$ cat config.mk
export PLATFORM = sky130hd
export DESIGN_NAME = arp_reply_receiver_flat
export DESIGN_NICKNAME = d
export VERILOG_FILES = /design/src/rtl/arp_reply_receiver_if.sv /design/src/rtl/arp_reply_receiver.sv /design/src/flat_wrapper.sv
export SDC_FILE = /design/constraint.sdc
export NUM_CORES = 1
export LEC_CHECK = 0
export BUFFER_PORTS_ARGS = -buffer_cell sky130_fd_sc_hd__buf_2
export CORE_ASPECT_RATIO = 1.5
export CORE_MARGIN = 2
export CORE_UTILIZATION = 30
export DETAILED_ROUTE_END_ITERATION = 12
export PLACE_DENSITY = 0.54
export SETUP_SLACK_MARGIN = 0.2
export SLEW_MARGIN = 30
export SYNTH_ARGS = -nofsm -noshare
export SYNTH_HDL_FRONTEND = slang
export SYNTH_SLANG_ARGS = --single-unit
$ cat constraint.sdc
create_clock -name CLK_RX -period 7.1 [get_ports CLK_RX]
set_input_delay 0.355 -clock CLK_RX [delete_from_list [all_inputs] [get_ports CLK_RX]]
set_output_delay 0.355 -clock CLK_RX [all_outputs]
set_load 0.005 [all_outputs]
$ cat src/rtl/arp_reply_receiver_if.sv
// arp_reply_receiver_if
// Receive byte stream plus the host-side request/result signals of the
// ARP reply receiver. The master side feeds bytes and requests; the slave
// side (the receiver) returns status and the resolved address pair.
interface arp_reply_receiver_if;
  logic        DATA_VALID_RX;
  logic [7:0]  DATA_RX;
  logic        REQ_VALID;
  logic [31:0] REQ_IP;
  logic        CANCEL;
  logic        BUSY;
  logic        RESOLVED;
  logic [47:0] RESOLVED_MAC;
  logic [31:0] RESOLVED_IP;
  logic        TIMEOUT;

  modport master (
    output DATA_VALID_RX, DATA_RX, REQ_VALID, REQ_IP, CANCEL,
    input  BUSY, RESOLVED, RESOLVED_MAC, RESOLVED_IP, TIMEOUT
  );

  modport slave (
    input  DATA_VALID_RX, DATA_RX, REQ_VALID, REQ_IP, CANCEL,
    output BUSY, RESOLVED, RESOLVED_MAC, RESOLVED_IP, TIMEOUT
  );
endinterface

$ cat src/rtl/arp_reply_receiver.sv
// arp_reply_receiver
// Receive-side ARP initiator. Once armed with a target IPv4 address it
// watches the CLK_RX byte stream for an ARP reply from that address aimed
// at MY_MAC/MY_IPV4 and reports the sender MAC.
// Optional wait timeout is compiled in with macro ARP_REPLY_TIMEOUT_EN.
// Acceptance is decided on the edge that samples byte 41 (so it beats a
// same-edge CANCEL or timer expiry); results appear one edge later.
module arp_reply_receiver #(
  parameter int unsigned TIMEOUT_CYCLES = 125000000,
  parameter int unsigned TIMEOUT_W      = 27
) (
  input  logic                ARESET,
  input  logic                CLK_RX,
  input  logic [47:0]         MY_MAC,
  input  logic [31:0]         MY_IPV4,
  arp_reply_receiver_if.slave bus
);

  localparam logic [5:0] LAST_BYTE = 6'd41;
  localparam logic [5:0] CNT_MAX   = 6'd42;

  typedef enum logic [1:0] {
    ST_IDLE,
    ST_WAIT,
    ST_DONE
  } state_t;

  state_t      state_reg, state_next;
  logic [5:0]  cnt_reg;
  logic        mismatch_reg;
  logic        resync_reg;
  logic [47:0] sha_hold_reg;
  logic [31:0] spa_hold_reg;
  logic [31:0] target_reg;
  logic [47:0] resolved_mac_reg;
  logic [31:0] resolved_ip_reg;
  logic        resolved_reg;

  logic        check_en;
  logic [7:0]  exp_byte;
  logic        in_frame;
  logic        byte_bad;
  logic        frame_ok;
  logic        timer_expired;
  logic        load_result;
  logic        latch_target;
  logic        timeout_fire;

  // Big-endian byte views of the addresses compared against the stream
  logic [7:0] my_mac_b [6];
  logic [7:0] my_ip_b  [4];
  logic [7:0] target_b [4];

  genvar gi;
  generate
    for (gi = 0; gi < 6; gi++) begin : g_mac_bytes
      assign my_mac_b[gi] = MY_MAC[47-8*gi -: 8];
    end
    for (gi = 0; gi < 4; gi++) begin : g_ip_bytes
      assign my_ip_b[gi]  = MY_IPV4[31-8*gi -: 8];
      assign target_b[gi] = target_reg[31-8*gi -: 8];
    end
  endgenerate

  // Expected value for the byte at the current position, if it is checked
  always_comb begin
    check_en = 1'b1;
    exp_byte = 8'h00;
    case (cnt_reg) inside
      [6'd0:6'd5]:   exp_byte = my_mac_b[3'(cnt_reg)];
      6'd12:         exp_byte = 8'h08;
      6'd13:         exp_byte = 8'h06;
      6'd14:         exp_byte = 8'h00;
      6'd15:         exp_byte = 8'h01;
      6'd16:         exp_byte = 8'h08;
      6'd17:         exp_byte = 8'h00;
      6'd18:         exp_byte = 8'h06;
      6'd19:         exp_byte = 8'h04;
      6'd20:         exp_byte = 8'h00;
      6'd21:         exp_byte = 8'h02;
      [6'd28:6'd31]: exp_byte = target_b[2'(cnt_reg - 6'd28)];
      [6'd32:6'd37]: exp_byte = my_mac_b[3'(cnt_reg - 6'd32)];
      [6'd38:6'd41]: exp_byte = my_ip_b[2'(cnt_reg - 6'd38)];
      default:       check_en = 1'b0;
    endcase
  end

  assign in_frame = bus.DATA_VALID_RX && (cnt_reg != CNT_MAX);
  assign byte_bad = in_frame && check_en && (bus.DATA_RX != exp_byte);
  // Byte 41 arriving now completes a frame that matched at every position
  assign frame_ok = bus.DATA_VALID_RX && (cnt_reg == LAST_BYTE) &&
                    !mismatch_reg && !resync_reg && !byte_bad;

  // Byte position counter and sticky mismatch; a gap in DATA_VALID_RX
  // restarts parsing. After reset the rest of an interrupted frame is
  // ignored until the stream goes idle.
  always_ff @(posedge CLK_RX or posedge ARESET) begin
    if (ARESET) begin
      cnt_reg      <= 6'd0;
      mismatch_reg <= 1'b0;
      resync_reg   <= 1'b1;
    end else if (!bus.DATA_VALID_RX) begin
      cnt_reg      <= 6'd0;
      mismatch_reg <= 1'b0;
      resync_reg   <= 1'b0;
    end else begin
      if (cnt_reg != CNT_MAX) begin
        cnt_reg <= cnt_reg + 6'd1;
      end
      if (byte_bad) begin
        mismatch_reg <= 1'b1;
      end
    end
  end

  // Shift sender hardware/protocol address bytes into holding registers
  always_ff @(posedge CLK_RX or posedge ARESET) begin
    if (ARESET) begin
      sha_hold_reg <= 48'd0;
      spa_hold_reg <= 32'd0;
    end else if (bus.DATA_VALID_RX) begin
      if (cnt_reg >= 6'd22 && cnt_reg <= 6'd27) begin
        sha_hold_reg <= {sha_hold_reg[39:0], bus.DATA_RX};
      end
      if (cnt_reg >= 6'd28 && cnt_reg <= 6'd31) begin
        spa_hold_reg <= {spa_hold_reg[23:0], bus.DATA_RX};
      end
    end
  end

`ifdef ARP_REPLY_TIMEOUT_EN
  localparam logic [TIMEOUT_W-1:0] TIMER_LAST = TIMEOUT_W'(TIMEOUT_CYCLES - 1);

  logic [TIMEOUT_W-1:0] timer_reg;
  logic                 timeout_reg;

  assign timer_expired = (state_reg == ST_WAIT) && (timer_reg == TIMER_LAST);

  // Wait timer: held at zero outside WAIT, counts every WAIT cycle
  always_ff @(posedge CLK_RX or posedge ARESET) begin
    if (ARESET) begin
      timer_reg   <= '0;
      timeout_reg <= 1'b0;
    end else begin
      timeout_reg <= timeout_fire;
      if (state_reg != ST_WAIT) begin
        timer_reg <= '0;
      end else begin
        timer_reg <= timer_reg + 1'b1;
      end
    end
  end

  assign bus.TIMEOUT = timeout_reg;
`else
  assign timer_expired = 1'b0;
  assign bus.TIMEOUT   = 1'b0;

  logic unused_timeout_cfg;
  assign unused_timeout_cfg = ^{TIMEOUT_CYCLES, TIMEOUT_W, timeout_fire};
`endif

  // Control FSM next state: acceptance beats CANCEL beats timer expiry
  always_comb begin
    state_next   = state_reg;
    load_result  = 1'b0;
    latch_target = 1'b0;
    timeout_fire = 1'b0;
    case (state_reg)
      ST_IDLE: begin
        if (bus.REQ_VALID) begin
          latch_target = 1'b1;
          state_next   = ST_WAIT;
        end
      end
      ST_WAIT: begin
        if (frame_ok) begin
          state_next = ST_DONE;
        end else if (bus.CANCEL) begin
          state_next = ST_IDLE;
        end else if (timer_expired) begin
          timeout_fire = 1'b1;
          state_next   = ST_IDLE;
        end
      end
      ST_DONE: begin
        load_result = 1'b1;
        state_next  = ST_IDLE;
      end
      default: state_next = ST_IDLE;
    endcase
  end

  // Control FSM state, latched target and registered results
  always_ff @(posedge CLK_RX or posedge ARESET) begin
    if (ARESET) begin
      state_reg        <= ST_IDLE;
      target_reg       <= 32'd0;
      resolved_reg     <= 1'b0;
      resolved_mac_reg <= 48'd0;
      resolved_ip_reg  <= 32'd0;
    end else begin
      state_reg    <= state_next;
      resolved_reg <= load_result;
      if (latch_target) begin
        target_reg <= bus.REQ_IP;
      end
      if (load_result) begin
        resolved_mac_reg <= sha_hold_reg;
        resolved_ip_reg  <= spa_hold_reg;
      end
    end
  end

  assign bus.BUSY         = (state_reg != ST_IDLE);
  assign bus.RESOLVED     = resolved_reg;
  assign bus.RESOLVED_MAC = resolved_mac_reg;
  assign bus.RESOLVED_IP  = resolved_ip_reg;

endmodule

$ cat src/flat_wrapper.sv
// flat-port wrapper written by rule: the top's interface ports become plain ports
module arp_reply_receiver_flat 
#(
  parameter int unsigned TIMEOUT_CYCLES = 125000000,
  parameter int unsigned TIMEOUT_W      = 27
)
  (ARESET, CLK_RX, MY_MAC, MY_IPV4, bus_DATA_VALID_RX, bus_DATA_RX, bus_REQ_VALID, bus_REQ_IP, bus_CANCEL, bus_BUSY, bus_RESOLVED, bus_RESOLVED_MAC, bus_RESOLVED_IP, bus_TIMEOUT);
  arp_reply_receiver_if bus_i ();
  input  logic ARESET;
  input  logic CLK_RX;
  input  logic [47:0] MY_MAC;
  input  logic [31:0] MY_IPV4;
  input wire logic [$bits(bus_i.DATA_VALID_RX)-1:0] bus_DATA_VALID_RX;
  input wire logic [$bits(bus_i.DATA_RX)-1:0] bus_DATA_RX;
  input wire logic [$bits(bus_i.REQ_VALID)-1:0] bus_REQ_VALID;
  input wire logic [$bits(bus_i.REQ_IP)-1:0] bus_REQ_IP;
  input wire logic [$bits(bus_i.CANCEL)-1:0] bus_CANCEL;
  output wire logic [$bits(bus_i.BUSY)-1:0] bus_BUSY;
  output wire logic [$bits(bus_i.RESOLVED)-1:0] bus_RESOLVED;
  output wire logic [$bits(bus_i.RESOLVED_MAC)-1:0] bus_RESOLVED_MAC;
  output wire logic [$bits(bus_i.RESOLVED_IP)-1:0] bus_RESOLVED_IP;
  output wire logic [$bits(bus_i.TIMEOUT)-1:0] bus_TIMEOUT;
  assign bus_i.DATA_VALID_RX = bus_DATA_VALID_RX;
  assign bus_i.DATA_RX = bus_DATA_RX;
  assign bus_i.REQ_VALID = bus_REQ_VALID;
  assign bus_i.REQ_IP = bus_REQ_IP;
  assign bus_i.CANCEL = bus_CANCEL;
  assign bus_BUSY = bus_i.BUSY;
  assign bus_RESOLVED = bus_i.RESOLVED;
  assign bus_RESOLVED_MAC = bus_i.RESOLVED_MAC;
  assign bus_RESOLVED_IP = bus_i.RESOLVED_IP;
  assign bus_TIMEOUT = bus_i.TIMEOUT;
  arp_reply_receiver #(.TIMEOUT_CYCLES(TIMEOUT_CYCLES), .TIMEOUT_W(TIMEOUT_W)) u_core (.ARESET(ARESET), .CLK_RX(CLK_RX), .MY_MAC(MY_MAC), .MY_IPV4(MY_IPV4), .bus(bus_i));
endmodule
======== Word level (Yosys, flattened, before mapping) ========
Index checks and enable logic that the tools add are counted.
Widths: inputs -> output; s select.
word-level totals
  flip-flop bits (word level) ............. 203
  input bits .............................. 125
  output and inout port bits .............. 83
  logic and storage cells ................. 122
cells by class
  add/sub/neg operators ................... 4
  $lt $le $gt $ge ......................... 14
  equality and inequality tests ........... 19
  multiplexer cells ....................... 51
  bitwise gates (word level) .............. 4
  reduce and logical (&&, ||, !) cells .... 20
operators by type and width
  operator             number
  $mux 8               22
  $bmux 8 s3           2
  $eq 6x5->1 const B   6
  $bmux 8 s2           2
  $eq 6x4->1 const B   4
  $mux 1               19
  $ge 6x5->1 const B   2
  $ge 6x6->1 const B   2
  $le 6x5->1 const B   2
  $le 6x6->1 const B   2
  $logic_and 1x1->1    12
  $mux 6               2
  $ge 4x4->1 const B   2
  $ne 8x8->1           1
  $not 3->4            2
  $add 6x1->6 const B  1
  $eq 6x6->1 const B   1
  $ge 3x3->1 const B   2
  $ge 6x1->1 const B   1
  $le 6x3->1 const B   1
  $mux 2               3
  $ne 6x6->1 const B   1
  $not 2->3            2
  $reduce_and 2->1     3
  12 further kinds     15

======== Longest topological paths before layout ========
  depth after elaboration ................. 25
  mapped depth ............................ 14

======== Least setup slack after synthesis ========
No wires, ideal clock.
  path kind ............................... reg2reg
  start ................................... register u_core.cnt_reg[1]
  end ..................................... register u_core.state_reg[1]
  arrival ................................. 3.645 ns
  data required time ...................... 7.033 ns
  slack ................................... 3.388 ns
  cell stages (with the launch flop) ...... 14
  buffers on the path ..................... 3
  path through ............................ dfrtp_1 > buf_2 > buf_2 > buf_1 > inv_1 > ha_1 > or2_2 > a32o_1 > a221o_1 > a221oi_2 > xnor2_1 > or4_1 > nor4_2 > o2111a_1
on the way
  cells in the longest elaborated chain, start to end .. 25
  elaborated cells between the ends (all ways) .. 84
ends and longest elaborated chain
  element                                               line                       RTL
  from (decl)                                           arp_reply_receiver.sv:29   logic [5:0] cnt_reg;
  from (signal assigned)                                arp_reply_receiver.sv:108  cnt_reg <= cnt_reg + 6'd1;
  branches (longest 22 deep; another with $sub 3x1->3)  n/a
  $logic_and 1x1->1 (*)                                 arp_reply_receiver.sv:92   !mismatch_reg && !resync_reg && !byte_bad;
  $mux 2 or $ne 3x2->1 (tied branches)                  n/a
  $pmux 2 s2 or $reduce_and 2->1 (tied branches)        n/a
  to (signal assigned)                                  arp_reply_receiver.sv:203  state_reg <= state_next;
  to (decl)                                             arp_reply_receiver.sv:28   state_t state_reg, state_next;
Mark *: on every way between the ends. The select of a mux whose other input is x is not followed.
A chain may end at the register's enable or synchronous reset.

======== Final worst setup path ========
Same ends and word-level chain as after synthesis.

==> impl_metrics.yaml <==
global_route:
  grt_max_degree: 136
  grt_pass1_wl_mm: 35.7
  use_met2_pct: 24.8
  antenna_found_initial: 1
  grt_use_total_pct: 14.0
  grt_overflow: 0
  grt_use_met1_pct: 17.2
  grt_pass1_vias: 6287
  top_usage_layer: "met2"
  use_met3_pct: 2.46
synthesis:
  synth_ff_type: "dfrtp_1"
  async_flop_share_pct: 100
  postSynthCellCount: 657
  synth_seq_cells: 203
  syn_area_per_cell_sq_um: 14.0
  synth_nets: 787
  yosys_warnings: 0
  ys_seq_area_share_pct: 55.1
  synth_cell_types: 64
  synth-edff-count: 0
  syn_area_sq_mm: 0.00922
detailed_routing:
  wire_per_inst_um: 17.7
  vias: 6110
  drt_pass1_iterations: 4
  ant_nets: 0
  drtIter0Drc: 291
  remaining_drc_errors: 0
  routed_via_density: 4.82
  wl_mm: 22.4
clocking:
  htreeDepth: 1
  ctsResizeCount: 0
  clockBufferDepth: 3
  clockRootBuffer: "clkbuf_16"
  cts_buffers: 22
  post-cts-setup-buffers: 0
  cts_tree: "yes"
  numClockSinks: 203
  clk_pin_slew_ps: 60
  insertion_delay_ps: 510
hold_path:
  hold_path_class: "input pin to register"
  min_to: "u_core.target_b[22]$_DFFE_PP0P_"
  holdCritStartpoint: "bus_REQ_IP[22]"
  hold_depth: 2
cells_and_area:
  antennaDiodeCount: 0
  fill_cells: 2951
  drive_gt1_share_pct: 55.0
  nets: 986
  synthToLayoutAreaGrowth_pct: 23.5
  finish.instance_area_sq_mm: 0.0114
placed_design:
  placed_area_sq_mm: 0.0107
  dp_hpwl_mm: 15.7
  globalplace.congestion: 0.868
  port_buffers: 206
  post-place-ws_ps: 2990
sta:
  setup_ws_ps: 3260
  finalCritPeriodShare_pct: 54.0
  tightest_slew_ps: 829
  final_hold_viol_count: 0
  tns_ps: 0
  setup_violations: 0
  final_max_slew_viol_count: 0
  timing.fmax_ghz: 0.261
  rsz0062_at_grt: "false"
  fin_skew_ps: 12.5
  max_slew_margin_pct: 44.5
  fin_crit_ps: 3840
setup_path:
  cp.arrival_ps: 4280
  path_class: "register to register"
  rr_worst_depth: 11
  rrSetupSlack_ps: 3260
  r2r_end: "u_core.state_reg[1]$_DFFE_PP0P_"
  cp.required_ps: 7550
  crit-reg2reg-launch: "u_core.cnt_reg[1]$_DFFE_PP0P_"
  startpoint_type: "register"
  endpoint_kind: "register"
  cp_max_fo: 38
power:
  power_w: 0.00267
  p_per_area_mw_per_mm2: 235
  p_leak_nw: 5.65
  ir_drop_v: 0.000186
floorplanning:
  start_util_pct: 30.5
  die_h_um: 219
  io_pins: 208
  num_rows: 78
  core_area_sq_mm: 0.0303
  dieArea_sq_mm: 0.0322
  die_x_um: 147
flow_run:
  maxCapViolCount: 0
status:
  status: "completed"
==> metrics by stage <==
stage / std cells / hold slack, ps / util (%)
6_report: 1268 / 73.8 / 37.6
5_1_grt: 1268 / 54.5 / 37.6
4_1_cts: 1267 / 46.5 / 37.6
3_5_place_dp: 1231 / 487 / 35.2
3_3_place_gp: 1231 / 481 / 35.2
2_1_floorplan: 657 / 451 / -
==> cell families after synthesis <==
family                     synth area share [%]
xor gates and xnor gates                  0.665
DFF                                        55.1
AOI/OAI and AO/OA                          5.06
other                                    0.0407
muxes                                      30.2
buffers and inverters                      2.31
adders and majority gates                 0.679
and+or+nand+nor                            5.97
==> where the power goes <==
part / total (W) / internal (W) / switching [W]
combinational: 0.000283 / 0.000154 / 0.000128
sequential: 0.00126 / 0.00122 / 0.0000397
clock: 0.00113 / 0.000675 / 0.000453
==> metal layers <==
layer,part of all wire [%],wire length (um)
met4,2.0,448
met2,52,11700
met3,5.2,1160
met1,41,9100
met5,0,0
==> worst max-delay path by stage <==
| stage | startpoint | end | slack (ps) | cells past startpoint |
|---|---|---|---|---|
| floorplan | ARESET | u_core.bus.RESOLVED$_DFF_PP0_ | 1210 | 1 |
| global placement | u_core.cnt_reg[0]$_DFFE_PP0P_ | u_core.state_reg[1]$_DFFE_PP0P_ | 3100 | 10 |
| detailed placement | u_core.cnt_reg[0]$_DFFE_PP0P_ | u_core.state_reg[1]$_DFFE_PP0P_ | 2990 | 10 |
| CTS | u_core.cnt_reg[0]$_DFFE_PP0P_ | u_core.state_reg[1]$_DFFE_PP0P_ | 2990 | 10 |
| global route | u_core.cnt_reg[1]$_DFFE_PP0P_ | u_core.state_reg[1]$_DFFE_PP0P_ | 2990 | 11 |
| finish | u_core.cnt_reg[1]$_DFFE_PP0P_ | u_core.state_reg[1]$_DFFE_PP0P_ | 3260 | 11 |
==> cell type report <==
class                           count  area, sq um  share of cell area (%)
Clock inverter                      5         56.3                   0.495
Inverter                           11         53.8                   0.473
Clock buffer                       31          656                    5.76
Timing Repair Buffer              213         1090                    9.61
Multi-Input combinational cell    405         3940                    34.6
Sequential cell                   203         5080                    44.7
Tap cell                          400          500                    4.40
==> timing repair <==
action	4_1_cts	5_1_grt
hold buffers	0	1
setup endpoints to repair	0	0
endpoints found under the hold margin	0	3
==> critical path, cell delays in order, from the launching register on <==
cell      delay [ps]
dfrtp_1          330
buf_4            430
inv_1            160
ha_1             360
or2_2            340
a32o_1           330
a221o_1          370
a221oi_2         260
xnor2_1           90
or4_1            550
nor4_2           310
o2111a_1         240
==> cell usage after synthesis, types with 2 or more instances <==
master / n / area [sq um]
and2_1: 6 / 37.5
nand2b_1: 8 / 50.1
buf_2: 8 / 40.0
a222oi_1: 2 / 20.0
dfrtp_1: 202 / 5050
mux4_2: 14 / 315
mux2_2: 199 / 2240
nand4b_1: 3 / 26.3
mux4_1: 4 / 105
or3b_2: 2 / 17.5
ha_1: 5 / 62.6
and3_1: 4 / 25.0
inv_1: 11 / 41.3
o22ai_1: 5 / 31.3
a221oi_1: 2 / 17.5
nor4bb_1: 2 / 20.0
nand4_1: 4 / 25.0
mux2i_1: 12 / 120
buf_4: 3 / 22.5
or2_2: 6 / 37.5
nor2_1: 22 / 82.6
nor3_1: 6 / 30.0
o2bb2ai_1: 2 / 17.5
o311a_1: 2 / 20.0
a32oi_1: 3 / 26.3
clkbuf_1: 24 / 90.1
o21ai_0: 15 / 75.1
nor2b_1: 5 / 31.3
nor3b_1: 3 / 22.5
a21oi_1: 10 / 50.1
xnor2_1: 6 / 52.6
a211oi_1: 4 / 30.0
nand3_1: 6 / 30.0
nand2_1: 15 / 56.3
buf_1: 2 / 7.51
o32ai_1: 2 / 17.5
==> cells in the final DEF, fill, tap and decap left out, drive strengths merged, types with 10 or more instances in the layout <==
| cell type | count |
|---|---|
| buf | 212 |
| dfrtp | 202 |
| mux2 | 199 |
| clkbuf | 31 |
| nor2 | 22 |
| mux4 | 18 |
| o21ai | 15 |
| nand2 | 15 |
| mux2i | 12 |
| inv | 10 |
| a21oi | 10 |
No activity file was read; power rests on OpenSTA's default activity.
